File: src/rtl/demux4_dispatch_ctrl.sv
// 1:4 dispatch controller: holds one accepted word and offers it to one channel,
// chosen by explicit select or round-robin, with delivery timeout and per-channel counters.
module demux4_dispatch_ctrl #(
  parameter int DATA_W  = 8,
  parameter int CNT_W   = 8,
  parameter int TIMEOUT = 16
) (
  input  logic                 clk,
  input  logic                 rst,
  input  logic                 in_valid,
  output logic                 in_ready,
  input  logic [DATA_W-1:0]    in_data,
  input  logic [1:0]           in_sel,
  input  logic                 mode,
  input  logic [3:0]           ch_en,
  output logic [3:0]           out_valid,
  input  logic [3:0]           out_ready,
  output logic [DATA_W-1:0]    out_data,
  output logic                 busy,
  output logic                 drop,
  input  logic                 cnt_clr,
  output logic [4*CNT_W-1:0]   cnt
);

  localparam int WAIT_W = (TIMEOUT > 1) ? $clog2(TIMEOUT) : 1;

  typedef enum logic {IDLE, BUSY} state_t;

  state_t              state_q, state_d;
  logic [1:0]          rr_ptr_q, rr_ptr_d;
  logic [1:0]          tgt_q, tgt_d;
  logic [WAIT_W-1:0]   wait_q, wait_d;
  logic [DATA_W-1:0]   hold_q, hold_d;
  logic [3:0]          out_valid_q, out_valid_d;
  logic                drop_q, drop_d;
  logic [1:0]          rr_pick;
  logic [1:0]          new_tgt;
  logic                accept;
  logic                deliver;
  logic                timeout;

  // Descending scan so the smallest offset from rr_ptr wins; 2-bit add wraps 3 -> 0.
  always_comb begin
    rr_pick = rr_ptr_q;
    for (int i = 3; i >= 0; i--) begin
      if (ch_en[rr_ptr_q + 2'(i)]) rr_pick = rr_ptr_q + 2'(i);
    end
  end

  assign in_ready = !rst && (state_q == IDLE) && (!mode || (ch_en != 4'b0000));
  assign accept   = in_valid && in_ready;
  assign new_tgt  = mode ? rr_pick : in_sel;
  assign deliver  = (state_q == BUSY) && out_ready[tgt_q];
  assign timeout  = (TIMEOUT != 0) && (state_q == BUSY) && !out_ready[tgt_q] &&
                    (wait_q == WAIT_W'(TIMEOUT - 1));

  always_comb begin
    state_d     = state_q;
    rr_ptr_d    = rr_ptr_q;
    tgt_d       = tgt_q;
    wait_d      = wait_q;
    hold_d      = hold_q;
    out_valid_d = out_valid_q;
    drop_d      = timeout;
    if (accept) begin
      state_d     = BUSY;
      hold_d      = in_data;
      tgt_d       = new_tgt;
      wait_d      = '0;
      out_valid_d = 4'b0001 << new_tgt;
    end else if (deliver || timeout) begin
      state_d     = IDLE;
      wait_d      = '0;
      out_valid_d = 4'b0000;
      if (mode) rr_ptr_d = tgt_q + 2'd1;
    end else if (state_q == BUSY) begin
      wait_d = wait_q + WAIT_W'(1);
    end
  end

  always_ff @(posedge clk) begin
    if (rst) begin
      state_q     <= IDLE;
      rr_ptr_q    <= 2'd0;
      tgt_q       <= 2'd0;
      wait_q      <= '0;
      hold_q      <= '0;
      out_valid_q <= 4'b0000;
      drop_q      <= 1'b0;
    end else begin
      state_q     <= state_d;
      rr_ptr_q    <= rr_ptr_d;
      tgt_q       <= tgt_d;
      wait_q      <= wait_d;
      hold_q      <= hold_d;
      out_valid_q <= out_valid_d;
      drop_q      <= drop_d;
    end
  end

  assign out_valid = out_valid_q;
  assign out_data  = hold_q;
  assign busy      = (state_q == BUSY);
  assign drop      = drop_q;

  genvar gi;
  generate
    for (gi = 0; gi < 4; gi++) begin : g_cnt
      logic [CNT_W-1:0] cnt_q, cnt_d;

      // Clear takes priority over a same-cycle delivery.
      always_comb begin
        cnt_d = cnt_q;
        if (cnt_clr) begin
          cnt_d = '0;
        end else if (deliver && (tgt_q == 2'(gi)) && (cnt_q != {CNT_W{1'b1}})) begin
          cnt_d = cnt_q + CNT_W'(1);
        end
      end

      always_ff @(posedge clk) begin
        if (rst) cnt_q <= '0;
        else     cnt_q <= cnt_d;
      end

      assign cnt[gi*CNT_W +: CNT_W] = cnt_q;
    end
  endgenerate

endmodule

File: config.mk
export PLATFORM = sky130hd
export DESIGN_NAME = demux4_dispatch_ctrl
export DESIGN_NICKNAME = d
export VERILOG_FILES = /design/src/rtl/demux4_dispatch_ctrl.sv
export SDC_FILE = /design/constraint.sdc
export NUM_CORES = 1
export LEC_CHECK = 0
export CAP_MARGIN = 20
export CORE_ASPECT_RATIO = 1.1
export CORE_MARGIN = 4
export CORE_UTILIZATION = 52
export CTS_CLUSTER_SIZE = 20
export DETAILED_ROUTE_END_ITERATION = 10
export HOLD_SLACK_MARGIN = 0.15
export MAX_ROUTING_LAYER = met4
export PLACE_DENSITY = 0.84
export REMOVE_ABC_BUFFERS = 1
export SLEW_MARGIN = 20
export SYNTH_ARGS = -nofsm -noshare
export SYNTH_HDL_FRONTEND = slang
export SYNTH_SLANG_ARGS = --single-unit
File: constraint.sdc
create_clock -name clk -period 3.5 [get_ports clk]
set_input_delay 0.7 -clock clk [delete_from_list [all_inputs] [get_ports clk]]
set_output_delay 0.7 -clock clk [all_outputs]
set_load 0.05 [all_outputs]
==> results of run 1 <==
[area by class of cell]
class / instances / share of cell area (%)
Multi-Input combinational cell: 224 / 42.7
Tap cell: 56 / 2.02
Inverter: 8 / 0.867
Clock inverter: 2 / 0.361
Sequential cell: 54 / 31.2
Clock buffer: 6 / 2.38
Timing Repair Buffer: 72 / 20.5
[through the flow]
step | instances | hold slack, ns
global placement | 414 | 0.452
global route | 422 | 0.502
detailed placement | 414 | 0.455
CTS | 422 | 0.471
finish | 422 | 0.471
floorplan | 286 | 0.441
[flip-flops by register name, indices dropped and copies added, names as in the netlist]
signal / cells
wait_q: 4
out_valid: 4
g_cnt.cnt_q: 32
drop: 1
tgt_q: 2
out_data: 8
rr_ptr_q: 2
busy: 1
[worst reg2reg max path, stage by stage, from the launching register on]
cell	delay (ns)
dfxtp_1	0.49
mux4_2	0.71
o21a_1	0.28
a211oi_2	0.33
nand2_1	0.09
o21ai_0	0.09
[cell usage after synthesis (2+ instances only)]
cell type  instances
dfxtp_1           54
a22o_1             2
nand4_1            7
a211oi_1           4
mux2i_1           12
xor2_1             4
and3_1             2
nand2_1           21
a21oi_1           13
ha_1               9
o21ai_0           12
nor3_1             7
nand3_1           14
nand3_4            2
o22ai_1            2
xnor2_1           22
nor4_1            10
or3_1              5
clkbuf_1           7
o21a_1             2
a221o_1            2
o211ai_1           2
inv_1              8
buf_4              2
nor2_1            50
nor3b_1            3
[layout by cell type, fill, tap and decap left out, types with 2 or more instances in the layout]
master,count
mux2i_1,12
clkbuf_8,6
o21a_1,2
or3_1,5
o22ai_1,2
o211ai_1,2
a211oi_1,4
nor3_1,7
nand3_1,14
nor2_1,50
xor2_1,4
buf_4,4
clkdlybuf4s50_1,68
nor4_1,10
o21ai_0,12
nand4_1,7
a22o_1,2
a21oi_1,13
nor3b_1,3
a221o_1,2
nand3_4,2
inv_1,8
nand2_1,21
dfxtp_1,54
ha_1,9
xnor2_1,22
and3_1,2
[routing by layer]
metal / vias to the layer above / global-route usage (%) / part of all wire, %
li1: 1184 / - / -
met1: 1108 / 20.2 / 43
met2: 67 / 34.9 / 50
met3: 7 / 5.10 / 6.5
met4: 0 / 8.36 / 1.4
met5: - / - / 0
[power by group]
group | internal, mW | switching [mW] | total, mW
logic | 0.0662 | 0.0948 | 0.161
registers | 0.625 | 0.00920 | 0.634
clock network | 0.159 | 0.202 | 0.362
[logic make-up (layout without fill, tap and decap cells)]
group,after synthesis,count (layout)
xor gates and xnor gates,26,26
adders and majority gates,9,9
buffers and inverters,19,88
and+or+nand+nor,129,129
DFF,54,54
AOI/OAI and AO/OA,46,46
muxes,14,14
[worst paths after layout]
path                                             start                        end  slack (ns)  cells after the start
worst min register to register  wait_q[3]$_SDFFE_PP0P_            drop$_SDFF_PP0_        0.47                      2
worst max-delay path                          ch_en[3]                   in_ready        0.68                      4
worst max register to register   tgt_q[0]$_SDFFE_PP0P_  out_valid[3]$_SDFFE_PP0P_        1.45                      5
worst min-delay path            wait_q[3]$_SDFFE_PP0P_            drop$_SDFF_PP0_        0.47                      2
==> results.yml, run 1 <==
global_route:
  grt_start_max_net_pins: 32
  grt_util_all_layers_pct: 19.4
  grt.overflow.total: 0
  antenna_found_initial: 0
  grt_pass1_vias: 2311
  grt_pass1_wl_um: 9810
cts:
  post_cts_buffers: 0
  post_cts_resized: 0
  cts_tree: "built"
  clockBufferDepth: 2
  cts_sinks: 54
  h-tree-depth: 2
  cts_hold_buf: 0
  worstSkewPairLatency_ns: 0.31
  cts_buffers: 5
  cts-root-buf: "clkbuf_8"
  clk_pin_slew_ns: 0.10
logic_synthesis:
  synth_fa_ha_area_share_pct: 4.27
  yosys-top-cells-area: "dfxtp_1 41%, xnor2_1 7.3%, nor2_1 7.1%, mux2i_1 4.6%, ha_1 4.3%"
  synth_xor_area_share_pct: 8.63
  synth_top_family_by_area: "simple AND/OR/NAND/NOR gates"
  synth_top_area_cell: "dfxtp_1"
  synth-edff-count: 0
  syn_area_um2: 2640
  syn_area_per_cell_um2: 8.88
  muxShareOfSynthArea_pct: 5.83
  synth_cell_type_count: 45
  synth_seq_cells: 54
  async_flop_share_pct: 0
  ys.warnings.count: 0
  synthSimpleGateAreaFrac_pct: 24.5
  synthFlopType: "dfxtp_1"
  yosys.area.top_type_share_pct: 41.0
  synth_compound_area_share_pct: 12.8
  synth-seq-area-share_pct: 41.0
  synthCells: 297
route:
  drt_iter0_markers: 79
  via_count: 2366
  ant_nets: 0
  vias_per_cell: 5.61
  routed_wl_um: 5810
  drt-wirelength-per-cell_um: 13.8
  remaining_drc_errors: 0
  drtPass1Iterations: 4
power:
  p_leak_nw: 1.12
  p_per_area_nw_per_um2: 334
  total_power_mw: 1.16
  ir_drop_mv: 0.265
worst_setup_path:
  critPathKind: "in2out"
  critPathTopFamily: "buffers and inverters"
  critPathCaptureType: "output port"
  path_cells: "clkdlybuf4s50_1, nor4_1, a211oi_1, buf_4"
  crit_path_max_incr_delay_ns: 0.54
  worstPathArrival_ns: 2.12
  slowest_stage: "clkdlybuf4s50_1"
  worstPathRequired_ns: 2.80
  cp-start-kind: "input port"
  crit_fanout: 7
  crit_buf_inv: 2
place:
  placed_cell_area_um2: 3370
  globalplace.congestion: 0.836
  dpl.hpwl_um: 4390
  pre_cts_ws_ns: 0.722
  port_buffers: 69
sta:
  worstMarginPinSlew_ns: 0.591
  fin_tns_setup_ns: 0
  final_max_slew_viol_count: 0
  layout_setup_ws_ns: 0.685
  setup_viol: 0
  period_needed_ns: 2.82
  max_freq_ghz: 0.355
  grt_setup_unrepaired: "no"
  finalHoldViolations: 0
  period_share_pct: 80.4
  maxSlewHeadroom_pct: 60.6
  clock_skew_ns: 0.00700
flow_run:
  maxCapViolCount: 0
cells_and_area:
  final_area_um2: 3460
  nNetsFinal: 397
  regArea_um2: 1080
  multi_input_area_um2: 1480
  n_fill_cell: 393
  postLayoutCoreUtil_pct: 72.4
  antenna_cells: 0
  drive_gt1_share_pct: 7.10
  area_growth_pct: 31.3
status:
  outcome: "finished, final reports clean"
floorplanning:
  die_h_um: 82.7
  start_util_pct: 55.2
  io_pins: 70
  num_rows: 26
  die_w_um: 75.9
  core_area_um2: 4780
  die_area_um2: 6280
hold_path:
  holdCritPathClass: "reg2reg"
Note: power is estimated with default switching activity, not from simulation.
==> inputs of run 2 (changes only) <==
--- a/config.mk
+++ b/config.mk
@@ -8,12 +8,12 @@
 export CAP_MARGIN = 20
 export CORE_ASPECT_RATIO = 1.1
 export CORE_MARGIN = 4
-export CORE_UTILIZATION = 52
+export CORE_UTILIZATION = 48
 export CTS_CLUSTER_SIZE = 20
 export DETAILED_ROUTE_END_ITERATION = 10
 export HOLD_SLACK_MARGIN = 0.15
 export MAX_ROUTING_LAYER = met4
-export PLACE_DENSITY = 0.84
+export PLACE_DENSITY = 0.78
 export REMOVE_ABC_BUFFERS = 1
 export SLEW_MARGIN = 20
 export SYNTH_ARGS = -nofsm -noshare
==> constraint.sdc (replaced) <==
create_clock -name clk -period 2.78 [get_ports clk]
set_input_delay 0.556 -clock clk [delete_from_list [all_inputs] [get_ports clk]]
set_output_delay 0.556 -clock clk [all_outputs]
set_load 0.05 [all_outputs]
==> results.yml, run 2 (synthesized netlist as in run 1, its figures left out) <==
place:
  globalplace.congestion: 0.907
  dpl.hpwl_um: 4260
  dp_cells: 436
  pre_cts_ws_ns: 0.279
  port_buffers: 69
worst_setup_path:
  slowest_stage: "clkdlybuf4s50_1"
  worstPathRequired_ns: 2.22
  critPathTopFamily: "buffers and inverters"
  path_cells: "clkdlybuf4s50_1, nor4_1, a211oi_1, buf_4, buf_12"
  cp-start-kind: "input port"
  crit_buf_inv: 3
  crit_path_max_incr_delay_ns: 0.51
  critPathKind: "in2out"
  worstPathArrival_ns: 1.93
  crit_fanout: 6
  critPathCaptureType: "output port"
sta:
  grt_setup_unrepaired: "no"
  maxSlewHeadroom_pct: 65.0
  finalHoldViolations: 0
  max_freq_ghz: 0.403
  period_share_pct: 89.3
  layout_setup_ws_ns: 0.298
  setup_viol: 0
  final_max_slew_viol_count: 0
  worstMarginPinSlew_ns: 0.522
  clock_skew_ns: 0.00725
  period_needed_ns: 2.48
floorplanning:
  die_area_um2: 6750
  num_rows: 28
  io_pins: 70
  die_w_um: 78.7
  start_util_pct: 49.2
  core_area_um2: 5360
  die_h_um: 85.8
route:
  ant_nets: 0
  routed_wl_um: 5570
  remaining_drc_errors: 0
  via_count: 2324
  vias_per_cell: 5.23
  drt-wirelength-per-cell_um: 12.5
  drtPass1Iterations: 4
  drt_iter0_markers: 114
cells_and_area:
  largest_reg_flops: 32
  nNetsFinal: 400
  antenna_cells: 0
  final_common_cell: "clkdlybuf4s50_1"
  regMostFlops: "g_cnt.cnt_q"
  n_fill_cell: 464
  area_growth_pct: 33.5
  instances_no_fill: 444
  postLayoutCoreUtil_pct: 65.7
  drive_gt1_share_pct: 7.86
  mostFrequentLayoutCells: "68 x clkdlybuf4s50_1, 54 x dfxtp_1, 50 x nor2_1"
flow_run:
  maxCapViolCount: 0
global_route:
  grt_pass1_vias: 2173
  grt_pass1_wl_um: 9360
  grt_start_max_net_pins: 23
  grt_util_all_layers_pct: 17.5
  grt.overflow.total: 0
  antenna_found_initial: 0
hold_path:
  holdCritPathClass: "reg2reg"
power:
  p_per_area_nw_per_um2: 412
  p_leak_nw: 1.13
  ir_drop_mv: 0.299
cts:
  cts_tree: "built"
  cts_sinks: 54
  cts-root-buf: "clkbuf_8"
  clockBufferDepth: 2
  cts_buffers: 5
  post_cts_resized: 0
  h-tree-depth: 2
  post_cts_buffers: 0
  worstSkewPairLatency_ns: 0.30
  clk_pin_slew_ns: 0.09
  cts_hold_buf: 0
status:
  outcome: "finished, final reports clean"
[run 2: layout make-up]
| type | count | area [um2] | share of cell area (%) |
|---|---|---|---|
| well taps | 75 | 93.8 | 2.66 |
| multi-input cells | 224 | 1480 | 41.9 |
| clock buffers | 6 | 82.6 | 2.34 |
| clock inverters | 2 | 12.5 | 0.355 |
| flip-flops and latches | 54 | 1080 | 30.7 |
| repair buffers | 75 | 746 | 21.2 |
| inverters | 8 | 30.0 | 0.852 |
[run 2: where the power goes]
group	total, mW	switching, mW	internal (mW)
logic	0.208	0.118	0.0899
clock network	0.445	0.245	0.200
registers	0.799	0.0117	0.787
total	1.45	0.374	1.08
[run 2: metal layers]
layer / track usage, % / part of all wire (%)
met1: 21.2 / 46
met2: 28.9 / 49
met5: - / 0
met4: 4.29 / 0.34
met3: 4.62 / 4.9
[run 2: through the flow]
step / instance area [um2] / total power [mW] / hold WS (ns) / TNS (ns)
2_1_floorplan: 2590 / 0.932 / 0.441 / -6.16
3_3_place_gp: 3430 / 1.02 / 0.452 / 0
3_5_place_dp: 3430 / 1.03 / 0.460 / 0
4_1_cts: 3520 / 1.47 / 0.484 / 0
5_1_grt: 3520 / 1.52 / 0.501 / 0
6_report: 3520 / 1.45 / 0.488 / 0
[run 2: worst reg2reg max path, delay by kind of cell (launching register included)]
family / cells / cell delay, ns
flip-flops: 1 / 0.47
multiplexers: 1 / 0.70
AO/OA/AOI/OAI: 3 / 0.67
AND/OR/NAND/NOR: 1 / 0.10
[run 2: final timing paths]
check / startpoint / end / slack, ns / cells after the start
min reg2reg: out_valid[3]$_SDFFE_PP0P_ / out_valid[3]$_SDFFE_PP0P_ / 0.49 / 2
min: out_valid[3]$_SDFFE_PP0P_ / out_valid[3]$_SDFFE_PP0P_ / 0.49 / 2
max: ch_en[0] / in_ready / 0.30 / 5
max reg2reg: tgt_q[0]$_SDFFE_PP0P_ / out_valid[1]$_SDFFE_PP0P_ / 0.78 / 5
